===== config.mk =====
export PLATFORM = sky130hd
export DESIGN_NAME = vga_timing_gen
export DESIGN_NICKNAME = d
export VERILOG_FILES = /design/src/rtl/vga_timing_pkg.sv /design/src/rtl/sync_delay_line.sv /design/src/rtl/vga_timing_gen.sv
export SDC_FILE = /design/constraint.sdc
export NUM_CORES = 1
export LEC_CHECK = 0
export ABC_AREA = 1
export CORE_MARGIN = 10
export CORE_UTILIZATION = 60
export CTS_CLUSTER_SIZE = 12
export DETAILED_ROUTE_END_ITERATION = 12
export GPL_TIMING_DRIVEN = 0
export HOLD_SLACK_MARGIN = 0.12
export PLACE_DENSITY_LB_ADDON = 0.25
export SYNTH_ARGS = -nofsm -noshare
export SYNTH_HDL_FRONTEND = slang
export SYNTH_SLANG_ARGS = --single-unit

===== constraint.sdc =====
create_clock -name vga_pclk -period 3.75 [get_ports vga_pclk]
set_input_delay 1.125 -clock vga_pclk [delete_from_list [all_inputs] [get_ports vga_pclk]]
set_output_delay 1.125 -clock vga_pclk [all_outputs]
set_load 0.1 [all_outputs]

===== src/rtl/vga_timing_pkg.sv =====
// vga_timing_pkg: 640x480@60 timing constants, counter width and FSM state encoding
package vga_timing_pkg;
    localparam int DEF_H_ACTIVE = 640;
    localparam int DEF_H_FP     = 16;
    localparam int DEF_H_SYNC   = 96;
    localparam int DEF_H_BP     = 48;
    localparam int DEF_V_ACTIVE = 480;
    localparam int DEF_V_FP     = 10;
    localparam int DEF_V_SYNC   = 2;
    localparam int DEF_V_BP     = 33;
    localparam bit DEF_HS_POL   = 1'b0;
    localparam bit DEF_VS_POL   = 1'b0;
    localparam int DEF_REQ_LEAD = 2;
    localparam int CNT_W        = 12;
    typedef enum logic {IDLE, RUN} state_t;
endpackage


===== src/rtl/sync_delay_line.sv =====
// sync_delay_line: DEPTH-stage, W-bit shift register with async active-low reset; DEPTH=0 is a wire
module sync_delay_line #(
    parameter int DEPTH = 2,
    parameter int W = 1,
    parameter logic [W-1:0] RST_VAL = '0
)(
    input  logic         clk,
    input  logic         rst_n,
    input  logic [W-1:0] d,
    output logic [W-1:0] q
);
    if (DEPTH == 0) begin : g_thru
        logic unused_thru;
        assign unused_thru = clk ^ rst_n;
        assign q = d;
    end else begin : g_sr
        logic [W-1:0] sr [DEPTH];
        always_ff @(posedge clk or negedge rst_n) begin
            if (!rst_n) begin
                for (int i = 0; i < DEPTH; i++) sr[i] <= RST_VAL;
            end else begin
                sr[0] <= d;
                for (int i = 1; i < DEPTH; i++) sr[i] <= sr[i-1];
            end
        end
        assign q = sr[DEPTH-1];
    end
endmodule


===== src/rtl/vga_timing_gen.sv =====
// vga_timing_gen: raster counters, registered VGA sync/DE, and a pixel request leading DE by REQ_LEAD
module vga_timing_gen
    import vga_timing_pkg::*;
#(
    parameter int H_ACTIVE = DEF_H_ACTIVE,
    parameter int H_FP     = DEF_H_FP,
    parameter int H_SYNC   = DEF_H_SYNC,
    parameter int H_BP     = DEF_H_BP,
    parameter int V_ACTIVE = DEF_V_ACTIVE,
    parameter int V_FP     = DEF_V_FP,
    parameter int V_SYNC   = DEF_V_SYNC,
    parameter int V_BP     = DEF_V_BP,
    parameter bit HS_POL   = DEF_HS_POL,
    parameter bit VS_POL   = DEF_VS_POL,
    parameter int REQ_LEAD = DEF_REQ_LEAD
)(
    input  logic             vga_pclk,
    input  logic             sys_rst_n,
    input  logic             en,
    output logic             vga_hs,
    output logic             vga_vs,
    output logic             vga_de,
    output logic             pix_req,
    output logic [CNT_W-1:0] pix_x,
    output logic [CNT_W-1:0] pix_y,
    output logic             frame_start,
    output logic             line_start
);
    localparam logic [CNT_W-1:0] H_A    = CNT_W'(H_ACTIVE);
    localparam logic [CNT_W-1:0] H_S0   = CNT_W'(H_ACTIVE + H_FP);
    localparam logic [CNT_W-1:0] H_S1   = CNT_W'(H_ACTIVE + H_FP + H_SYNC);
    localparam logic [CNT_W-1:0] H_LAST = CNT_W'(H_ACTIVE + H_FP + H_SYNC + H_BP - 1);
    localparam logic [CNT_W-1:0] V_A    = CNT_W'(V_ACTIVE);
    localparam logic [CNT_W-1:0] V_S0   = CNT_W'(V_ACTIVE + V_FP);
    localparam logic [CNT_W-1:0] V_S1   = CNT_W'(V_ACTIVE + V_FP + V_SYNC);
    localparam logic [CNT_W-1:0] V_LAST = CNT_W'(V_ACTIVE + V_FP + V_SYNC + V_BP - 1);
    // flag order: {hs, vs, de, frame, line}; sync levels already carry their polarity
    localparam logic [4:0] FLAG_IDLE = {~HS_POL, ~VS_POL, 3'b000};

    state_t state, state_nx;
    logic [CNT_W-1:0] h_cnt, v_cnt, h_nx, v_nx;
    logic h_last, v_last, req_nx, hs_nx, vs_nx;
    logic [4:0] flags_nx, flags_s1, flags_out;

    always_comb begin
        h_last = h_cnt == H_LAST;
        v_last = v_cnt == V_LAST;
        h_nx = '0;
        v_nx = '0;
        state_nx = state;
        if (state == IDLE) begin
            state_nx = en ? RUN : IDLE;
        end else begin
            h_nx = h_last ? '0 : h_cnt + 1'b1;
            v_nx = !h_last ? v_cnt : v_last ? '0 : v_cnt + 1'b1;
            state_nx = (h_last && v_last && !en) ? IDLE : RUN;
        end
    end

    always_ff @(posedge vga_pclk or negedge sys_rst_n) begin
        if (!sys_rst_n) begin
            state <= IDLE;
            h_cnt <= '0;
            v_cnt <= '0;
        end else begin
            state <= state_nx;
            h_cnt <= h_nx;
            v_cnt <= v_nx;
        end
    end

    always_comb begin
        req_nx = state == RUN && h_cnt < H_A && v_cnt < V_A;
        hs_nx = (h_cnt >= H_S0 && h_cnt < H_S1) ? HS_POL : ~HS_POL;
        vs_nx = (v_cnt >= V_S0 && v_cnt < V_S1) ? VS_POL : ~VS_POL;
        flags_nx = state == RUN ? {hs_nx, vs_nx, req_nx, req_nx && h_cnt == '0 && v_cnt == '0, req_nx && h_cnt == '0} : FLAG_IDLE;
    end

    always_ff @(posedge vga_pclk or negedge sys_rst_n) begin
        if (!sys_rst_n) begin
            pix_req  <= 1'b0;
            pix_x    <= '0;
            pix_y    <= '0;
            flags_s1 <= FLAG_IDLE;
        end else begin
            pix_req  <= req_nx;
            pix_x    <= req_nx ? h_cnt : '0;
            pix_y    <= req_nx ? v_cnt : '0;
            flags_s1 <= flags_nx;
        end
    end

    sync_delay_line #(.DEPTH(REQ_LEAD), .W(5), .RST_VAL(FLAG_IDLE)) u_delay (
        .clk   (vga_pclk),
        .rst_n (sys_rst_n),
        .d     (flags_s1),
        .q     (flags_out)
    );

    assign {vga_hs, vga_vs, vga_de, frame_start, line_start} = flags_out;
endmodule


==> reports/qor.csv, run 1 <==
stage,metric,value,unit
final_layout,Final #Nets,373,
critical_path,Worst setup EP type,primary output,
grt,number of global-route vias before repair,2117,
critical_path,Top delay family on crit path,buffers and inverters,
critical_path,worst-path cell chain,clkdlybuf4s50_1,
timing,Worst-Margin Slew,0.989,ns
clock_tree,clk sink count,65,
critical_path,count of buffer and inverter cells on the critical path,1,
clock_tree,clock slew at reported path FFs,0.06,ns
critical_path,"Arr. time, crit path",1.97,ns
synth,post-synthesis sequential area ratio,0.567,
critical_path,CP Max Fanout,1,
grt,GRT Residual Overflow,0,
final_layout,Layout Area Growth over Synthesis,22.3,%
clock_tree,CTS tree,built,
clock_tree,Root Driver,clkbuf_8,
final_layout,FILL cells,327,
timing,setup violators final,0,
critical_path,Crit Path Class,flip-flop to primary output,
timing,clk_skew,0.00782,ns
clock_tree,# Post-CTS Setup Buffers,0,
placement,number of port buffers,32,
synth,Seq cells post-synth,65,
synth,fraction of registers with async set/reset,1.00,
synth,Post-synth top flop,dfrtp_1,
route,routed len/inst,13.6,µm
clock_tree,Post-CTS Hold Buffers,0,
die,Die X-Extent,89.3,µm
placement,placed inst area,3300,µm²
final_layout,Layout Utilization,0.751,
timing,final hold vios,0,
grt,largest net degree at the start of global routing,39,
synth,Mapped Area,2880,µm²
timing,RSZ-0062 raised after global routing,no,
synth,Yosys warnings,0,
die,core area,4690,µm²
power,LEAKAGE,1.80,nW
timing,relative slew slack,0.339,
timing,final setup TNS,0,ns
die,IO Count,33,
critical_path,Startpoint Class,flip-flop,
clock_tree,CTS resizes,0,
grt,first-pass GRT wire length,9.90,mm
die,starting density of the core,0.614,
clock_tree,H-tree Lvls,3,
route,DRT iter0 DRCs,191,
timing,max-slew violation count,0,
route,ANT nets after route,0,
die,Die ar.,7970,µm²
final_layout,layout cells sized above 1,0.135,
clock_tree,Bufs on Longest Clock Path,2,
route,# DRC,0,
job,max-cap violation count,0,
route,vias,2193,
placement,Post-DP HPWL,4.05,mm
die,row count,25,
final_layout,area of all placed cells without fillers,3520,µm²
placement,gp weighted congestion,0.922,
route,Vias/cell,5.16,
route,final wirelength,5.77,mm
timing,Tmin final,3.09,ns
synth,synth unique cells,28,
clock_tree,"Clk Latency, worst-skew pair",0.34,ns
final_layout,diode count,0,
critical_path,CP max stage cell,clkdlybuf4s50_1,
clock_tree,cts bufs inserted,9,
critical_path,Worst EP required,2.62,ns
critical_path,crit-path max cell delay,1.12,ns
worst_hold_path,Hold WC Path Type,flip-flop to flip-flop,
power,Worst VDD drop,0.320,mV
timing,period utilization,0.824,
grt,GRT Total Usage,0.163,
timing,fmax,323,MHz
status,outcome,"finished, final reports clean",
synth,number of synthesized flops with an enable pin,0,
route,drt pass-1 iters,5,
synth,Synth Instances,318,
power,Pwr per Cell Area,399,nW/µm²
synth,syn_area_per_cell,9.06,µm²
die,Chip Height,89.3,µm
grt,initial antenna violation count,0,
==> cell usage after synthesis (3+ instances only) <==
master | number | area, µm²
o21ai_0 | 4 | 20.0
nand2_1 | 64 | 240
nor2_1 | 58 | 218
nand3_1 | 19 | 95.1
inv_1 | 41 | 154
dfstp_2 | 6 | 158
nand2_2 | 12 | 75.1
xor2_1 | 6 | 52.6
nand4_1 | 12 | 75.1
ha_1 | 4 | 50.1
dfrtp_1 | 59 | 1480
buf_2 | 4 | 20.0
nor2_4 | 3 | 33.8
a21oi_1 | 3 | 15.0
nor3_1 | 10 | 50.1
==> worst register-to-register path: cells and delay by family, from the launching register on <==
kind | cells | cell delay [ns]
and+or+nand+nor | 6 | 0.85
DFF | 1 | 0.46
adders and majority gates | 1 | 0.24
==> final cells by class <==
class                   instances  area (µm²)  share of cell area
plain buffers                   8        72.6              0.0206
clock buffers                  13         159              0.0451
clock inverters                 3        65.1              0.0185
inverters                      42         160              0.0455
multi-input cells             207        1030               0.292
flip-flops and latches         65        1630               0.464
well taps                      54        67.6              0.0192
repair buffers                 33         335              0.0952
==> worst paths after layout <==
kind	start	to	slack, ns	depth (start not counted)
hold / removal	u_delay.g_sr.sr[6]	u_delay.q[1]	0.35	0
hold reg to reg	u_delay.g_sr.sr[6]	u_delay.q[1]	0.35	0
min in group asynchronous	sys_rst_n	pix_y[10]	0.80	1
setup reg to reg	h_cnt[0]	v_cnt[7]	2.14	7
setup / recovery	u_delay.q[3]	vga_vs	0.66	1
max in group asynchronous	sys_rst_n	u_delay.g_sr.sr[8]	2.28	2
==> power breakdown <==
part | total [mW] | internal (mW) | switching, mW
clock network | 0.657 | 0.410 | 0.247
logic | 0.0434 | 0.00798 | 0.0354
registers | 0.705 | 0.704 | 0.000536
total | 1.41 | 1.12 | 0.283
==> placed cells by master (no fill, tap or decap) <==
master and instances:
bufinv_16 2, nor2_8 1, o21ai_1 1, clkbuf_8 12, dfstp_2 6, inv_4 1, nor2_4 3, ha_1 4
nand3b_1 1, nand4_1 12, buf_6 1, o21ai_0 4, nand3_1 19, buf_12 2, conb_1 5, nand4_2 1
buf_2 5, nand4_4 1, clkdlybuf4s50_1 31, nand2_4 1, dfrtp_1 59, inv_1 41, clkinv_2 1, xor2_1 6
buf_4 1, nor2_1 58, a21oi_1 3, nand2_1 64, nor3b_1 1, nand2_2 12, clkbuf_1 2, nor3_1 10
==> logic make-up (layout without fill, tap and decap cells) <==
kind of cell	count (synthesis)	after routing	share of synthesized area
AO/OA/AOI/OAI	8	8	0.0139
XOR/XNOR	6	6	0.0182
adder cells (fa/ha/maj)	4	4	0.0174
buffers and inverters	50	99	0.0808
flip-flops	65	65	0.567
other	1	5	0.00130
AND/OR/NAND/NOR	184	184	0.301
==> registers in the layout, indices dropped and copies added, names as in the netlist <==
signal / flops
flags_s1: 5
pix_x: 12
v_cnt: 12
state: 1
h_cnt: 12
u_delay.q: 5
u_delay.g_sr.sr: 5
pix_y: 12
pix_req: 1
==> per-layer routing <==
metal,global-route usage,up-vias,part of all wire
li1,-,1082,-
met1,0.206,1007,0.45
met2,0.251,92,0.45
met3,0.0428,12,0.072
met4,0.0853,0,0.021
met5,0,-,0
==> stage by stage <==
step | hold WS, ns | power [mW] | instances | worst slack, ns
floorplan | 0.331 | 0.739 | 322 | 1.74
global placement | 0.333 | 0.760 | 408 | -0.408
detailed placement | 0.335 | 0.762 | 409 | 1.00
CTS | 0.350 | 1.42 | 425 | 0.641
global route | 0.358 | 1.45 | 425 | 0.622
finish | 0.348 | 1.41 | 425 | 0.658
Power figures use the tool's default switching activity.
==> inputs of run 2 (changes only) <==
--- a/config.mk
+++ b/config.mk
@@ -7,7 +7,7 @@
 export LEC_CHECK = 0
 export ABC_AREA = 1
 export CORE_MARGIN = 10
-export CORE_UTILIZATION = 60
+export CORE_UTILIZATION = 55
 export CTS_CLUSTER_SIZE = 12
 export DETAILED_ROUTE_END_ITERATION = 12
 export GPL_TIMING_DRIVEN = 0
==> constraint.sdc (replaced) <==
create_clock -name vga_pclk -period 3.2 [get_ports vga_pclk]
set_input_delay 0.96 -clock vga_pclk [delete_from_list [all_inputs] [get_ports vga_pclk]]
set_output_delay 0.96 -clock vga_pclk [all_outputs]
set_load 0.1 [all_outputs]
==> reports/qor.csv, run 2 (synthesis gave the netlist of run 1 again) <==
stage,metric,value,unit,change
critical_path,crit path to,vga_hs,,
clock_tree,H-tree Lvls,3,,unchanged
die,Die ar.,8530,µm²,+7.0%
critical_path,r2r setup slk,1.61,ns,-0.53 ns
die,core area,5110,µm²,+8.9%
route,DRT iter0 DRCs,211,,+10%
critical_path,Worst path depth,1,,unchanged
die,starting density of the core,0.564,,-0.0499
worst_hold_path,Hold Path Depth,0,,unchanged
timing,fmax,340,MHz,
power,LEAKAGE,1.78,nW,-1.0%
clock_tree,clock slew at reported path FFs,0.07,ns,about the same
critical_path,Worst EP required,2.24,ns,-0.38 ns
final_layout,sequential cell area,1630,µm²,unchanged
placement,placed insts,425,,+3.9%
critical_path,Crit Path Class,flip-flop to primary output,,
route,routed len/inst,13.6,µm,about the same
clock_tree,# Post-CTS Setup Buffers,0,,unchanged
final_layout,area of the multi-input gates,1030,µm²,unchanged
route,# DRC,0,,unchanged
timing,clk_skew,0.0123,ns,+0.00446 ns
final_layout,layout cells sized above 1,0.140,,+0.00539
clock_tree,Bufs on Longest Clock Path,2,,unchanged
critical_path,CP max stage cell,clkdlybuf4s50_1,,
critical_path,count of buffer and inverter cells on the critical path,1,,unchanged
final_layout,most frequent cells in the layout,"64 x nand2_1, 59 x dfrtp_1, 58 x nor2_1",,
placement,number of port buffers,32,,unchanged
timing,relative slew slack,0.340,,+0.00141
route,final wirelength,5.99,mm,+3.9%
route,drt pass-1 iters,4,,-1
power,overall power consumption,1.50,mW,+6.7%
critical_path,worst-path cell chain,clkdlybuf4s50_1,,
final_layout,fin cells,441,,+3.8%
route,Vias/cell,5.05,,-2.1%
die,IO Count,33,,unchanged
timing,period utilization,0.919,,
grt,first-pass GRT wire length,10.4,mm,+4.5%
job,max-cap violation count,0,,unchanged
critical_path,crit-path max cell delay,1.12,ns,about the same
critical_path,reg2reg end,v_cnt[0],,
final_layout,Layout Utilization,0.687,,-0.0640
timing,setup violators final,0,,unchanged
placement,gp weighted congestion,0.910,,-1.3%
clock_tree,Post-CTS Hold Buffers,0,,unchanged
die,Chip Height,92.4,µm,+3.4%
final_layout,diode count,0,,unchanged
grt,largest net degree at the start of global routing,41,,+5.1%
route,vias,2228,,+1.6%
final_layout,Final #Nets,373,,unchanged
final_layout,"commonest non-fill, non-tap cell in the layout",nand2_1,,
power,Worst VDD drop,0.271,mV,-15%
grt,number of global-route vias before repair,2189,,+3.4%
timing,Worst-Margin Slew,0.987,ns,-0.00211 ns
timing,final hold vios,0,,unchanged
critical_path,CP startpoint,u_delay.q[4],,
die,Die X-Extent,92.4,µm,+3.4%
critical_path,FF-to-FF Start,h_cnt[0],,
timing,max-slew violation count,0,,unchanged
die,row count,26,,+4.0%
critical_path,Worst setup EP type,primary output,,
critical_path,"Arr. time, crit path",1.98,ns,about the same
critical_path,R2R depth,7,,unchanged
grt,GRT Total Usage,0.150,,-0.0129
clock_tree,"Clk Latency, worst-skew pair",0.34,ns,about the same
route,ANT nets after route,0,,unchanged
timing,final hold slack,0.351,ns,+0.00282 ns
status,outcome,"finished, final reports clean",,
clock_tree,Root Driver,clkbuf_8,,
final_layout,Layout Area Growth over Synthesis,21.8,%,
critical_path,CP Max Fanout,1,,unchanged
grt,initial antenna violation count,0,,unchanged
placement,Post-DP HPWL,4.41,mm,+8.7%
clock_tree,CTS resizes,0,,unchanged
clock_tree,CTS tree,built,,
critical_path,Startpoint Class,flip-flop,,
final_layout,FILL cells,393,,+20%
timing,Tmin final,2.94,ns,
power,Pwr per Cell Area,428,nW/µm²,+7.2%
timing,RSZ-0062 raised after global routing,no,,
worst_hold_path,Hold WC Path Type,flip-flop to flip-flop,,
clock_tree,cts bufs inserted,9,,unchanged
critical_path,Top delay family on crit path,buffers and inverters,,
clock_tree,clk sink count,65,,unchanged
grt,GRT Residual Overflow,0,,unchanged
## run 2: power by group
group	total, mW	internal [mW]	switching, mW
combinational	0.0523	0.0103	0.0419
clock	0.622	0.303	0.319
sequential	0.826	0.825	0.000867
## run 2: how the worst min path moves through the flow
stage                             from            endpoint  slack, ns
floorplan                  flags_s1[0]  u_delay.g_sr.sr[5]       0.33
global placement    u_delay.g_sr.sr[5]        u_delay.q[0]       0.33
detailed placement         flags_s1[1]  u_delay.g_sr.sr[6]       0.34
CTS                 u_delay.g_sr.sr[6]        u_delay.q[1]       0.35
global route               flags_s1[4]  u_delay.g_sr.sr[9]       0.36
finish              u_delay.g_sr.sr[6]        u_delay.q[1]       0.35
## run 2: metal layers
layer	global-route usage	wire length, µm	vias up
li1	-	-	1081
met1	0.186	2620	1062
met2	0.236	2860	75
met3	0.0412	408	10
met4	0.0746	97	0
met5	0	0	-
## run 2: area by class of cell
cell class | instances | share of cell area
buffer | 8 | 0.0207
clock buffer | 10 | 0.0392
clock inverter | 6 | 0.0125
inverter | 42 | 0.0457
multi-input combinational | 207 | 0.293
sequential | 65 | 0.466
tap | 70 | 0.0250
timing repair buffer | 33 | 0.0978
## run 2: metrics by stage
stage                     TNS (ns)  cell area [µm²]  worst slack, ns
after floorplan                  0             2900             1.36
after global placement      -48.61             3300           -0.813
after detailed placement         0             3330            0.609
after CTS                        0             3510            0.247
after global routing             0             3510            0.215
final                            0             3510            0.260
==> inputs of run 3 (changes only) <==
--- a/config.mk
+++ b/config.mk
@@ -6,12 +6,13 @@
 export NUM_CORES = 1
 export LEC_CHECK = 0
 export ABC_AREA = 1
+export CORE_ASPECT_RATIO = 1.1
 export CORE_MARGIN = 10
 export CORE_UTILIZATION = 55
-export CTS_CLUSTER_SIZE = 12
+export CTS_CLUSTER_SIZE = 10
 export DETAILED_ROUTE_END_ITERATION = 12
 export GPL_TIMING_DRIVEN = 0
-export HOLD_SLACK_MARGIN = 0.12
+export HOLD_SLACK_MARGIN = 0.1
 export PLACE_DENSITY_LB_ADDON = 0.25
 export SYNTH_ARGS = -nofsm -noshare
 export SYNTH_HDL_FRONTEND = slang
==> reports/qor.csv, run 3 (synthesis gave the netlist of run 1 again) <==
stage,metric,value,unit,change
power,Pwr per Cell Area,441,nW/µm²,+3.1%
grt,GRT Residual Overflow,0,,unchanged
timing,setup violators final,0,,unchanged
clock_tree,Post-CTS Hold Buffers,0,,unchanged
critical_path,Top delay family on crit path,buffers and inverters,,
placement,placed insts,413,,-2.8%
final_layout,Final #Nets,373,,unchanged
route,routed len/inst,12.2,µm,-10%
timing,final hold slack,0.346,ns,-0.00558 ns
clock_tree,Root Driver,clkbuf_8,,
power,Seq pwr share,0.536,,-0.014
final_layout,diode count,0,,unchanged
clock_tree,clk sink count,65,,unchanged
critical_path,reg2reg end,v_cnt[1],,
power,clock share of power,0.431,,+0.016
worst_hold_path,worst hold endpoint,u_delay.g_sr.sr[7],,
route,drt pass-1 iters,4,,unchanged
die,starting density of the core,0.572,,+0.00827
clock_tree,clock slew at reported path FFs,0.06,ns,about the same
final_layout,most frequent cells in the layout,"64 x nand2_1, 59 x dfrtp_1, 58 x nor2_1",,
final_layout,layout cells sized above 1,0.132,,-0.00809
power,Net Sw Power,344,µW,-5.1%
critical_path,count of buffer and inverter cells on the critical path,1,,unchanged
final_layout,fin cells,429,,-2.7%
die,IO Count,33,,unchanged
critical_path,"Arr. time, crit path",1.97,ns,about the same
critical_path,r2r setup slk,1.65,ns,+0.04 ns
timing,relative slew slack,0.346,,+0.00624
worst_hold_path,min-delay src,flags_s1[2],,
worst_hold_path,Hold WC Path Type,flip-flop to flip-flop,,
clock_tree,CTS tree,built,,
route,Vias/cell,4.95,,-2.0%
final_layout,Layout Area Growth over Synthesis,21.2,%,
placement,number of port buffers,32,,unchanged
timing,clk_skew,0.00955,ns,-0.00273 ns
critical_path,CP max stage cell,clkdlybuf4s50_1,,
critical_path,Startpoint Class,flip-flop,,
final_layout,"commonest non-fill, non-tap cell in the layout",nand2_1,,
power,LEAKAGE,1.77,nW,-0.49%
timing,max-slew violation count,0,,unchanged
route,DRT iter0 DRCs,218,,+3.3%
route,vias,2123,,-4.7%
die,Die ar.,8540,µm²,about the same
clock_tree,CTS resizes,0,,unchanged
power,internal cell power,1.20,mW,+5.1%
placement,Post-DP HPWL,3.89,mm,-12%
placement,gp weighted congestion,0.851,,-6.4%
die,row count,27,,+3.8%
power,Worst VDD drop,0.303,mV,+12%
die,core area,5030,µm²,-1.4%
grt,first-pass GRT wire length,8.89,mm,-14%
critical_path,CP Max Fanout,1,,unchanged
timing,RSZ-0062 raised after global routing,no,,
final_layout,area of the multi-input gates,1030,µm²,unchanged
timing,period utilization,0.916,,-0.00245
power,Sw Ratio,0.223,,-0.0183
critical_path,Worst EP required,2.24,ns,about the same
grt,GRT Total Usage,0.135,,-0.0148
grt,initial antenna violation count,0,,unchanged
critical_path,Crit Path Class,flip-flop to primary output,,
clock_tree,Bufs on Longest Clock Path,2,,unchanged
die,Chip Height,95.9,µm,+3.8%
route,final wirelength,5.24,mm,-13%
power,overall power consumption,1.54,mW,+2.7%
clock_tree,H-tree Lvls,3,,unchanged
timing,Worst-Margin Slew,0.977,ns,-0.00934 ns
critical_path,FF-to-FF Start,h_cnt[0],,
critical_path,worst-path cell chain,clkdlybuf4s50_1,,
route,ANT nets after route,0,,unchanged
job,max-cap violation count,0,,unchanged
critical_path,Worst setup EP type,primary output,,
final_layout,sequential cell area,1630,µm²,unchanged
timing,final hold vios,0,,unchanged
die,Die X-Extent,89,µm,-3.6%
critical_path,R2R depth,9,,+2
route,# DRC,0,,unchanged
final_layout,FILL cells,383,,-2.5%
clock_tree,# Post-CTS Setup Buffers,0,,unchanged
timing,fmax,341,MHz,+0.27%
status,outcome,"finished, final reports clean",,
clock_tree,"Clk Latency, worst-skew pair",0.34,ns,about the same
power,Combinational Power Share,0.033,,-0.002
grt,number of global-route vias before repair,1947,,-11%
clock_tree,cts bufs inserted,9,,unchanged
critical_path,crit-path max cell delay,1.12,ns,about the same
grt,largest net degree at the start of global routing,44,,+7.3%
worst_hold_path,Hold Path Depth,0,,unchanged
timing,Tmin final,2.93,ns,-0.00784 ns
## run 3: changes by cell type in the layout (fill, tap and decap cells not counted)
cell / previous run / this run
buf_12: 1 / 2
buf_16: 1 / 0
bufinv_16: 0 / 1
clkbuf_1: 0 / 3
clkbuf_8: 11 / 10
clkinv_2: 2 / 0
clkinv_4: 3 / 1
clkinvlp_4: 1 / 2
## run 3: power by group through the flow
stage / logic (mW) / registers, mW / clock network [mW]
after floorplan: 0.000691 / 0.865 / 0
after global placement: 0.0497 / 0.841 / 0
after detailed placement: 0.0523 / 0.841 / 0
after CTS: 0.0522 / 0.826 / 0.679
after global routing: 0.0551 / 0.826 / 0.715
final: 0.0506 / 0.826 / 0.663
## run 3: metrics by stage
stage | setup slack (ns) | TNS [ns] | instance area (µm²) | utilization
5_1_grt | 0.217 | 0 | 3490 | 0.694
6_report | 0.268 | 0 | 3490 | 0.694
4_1_cts | 0.248 | 0 | 3490 | 0.694
3_3_place_gp | -0.819 | -48.94 | 3290 | 0.653
2_1_floorplan | 1.36 | 0 | 2900 | -
3_5_place_dp | 0.614 | 0 | 3300 | 0.656
## run 3: cell type report
type                    instances  share of cell area
flip-flops and latches         65               0.468
well taps                      58              0.0208
clock buffers                  12              0.0387
plain buffers                   8              0.0208
multi-input cells             207               0.295
repair buffers                 33              0.0960
clock inverters                 4              0.0154
inverters                      42              0.0459
## run 3: how the worst max path moves through the flow
stage	start	endpoint	slack, ns	depth (start not counted)
after global placement	sys_rst_n	v_cnt[10]	-0.82	1
final	u_delay.q[4]	vga_hs	0.27	1
after global routing	u_delay.q[4]	vga_hs	0.22	1
after detailed placement	u_delay.q[3]	vga_vs	0.61	1
after CTS	u_delay.q[3]	vga_vs	0.25	1
after floorplan	u_delay.q[1]	frame_start	1.36	0
## run 3: routing by layer
metal  GRT usage  routed length [µm]  vias to the layer above
met5           0                   0                        -
met4      0.0637                  95                        0
met3      0.0448                 321                        9
met2       0.206                2340                       61
met1       0.171                2480                      971
li1            -                   -                     1082
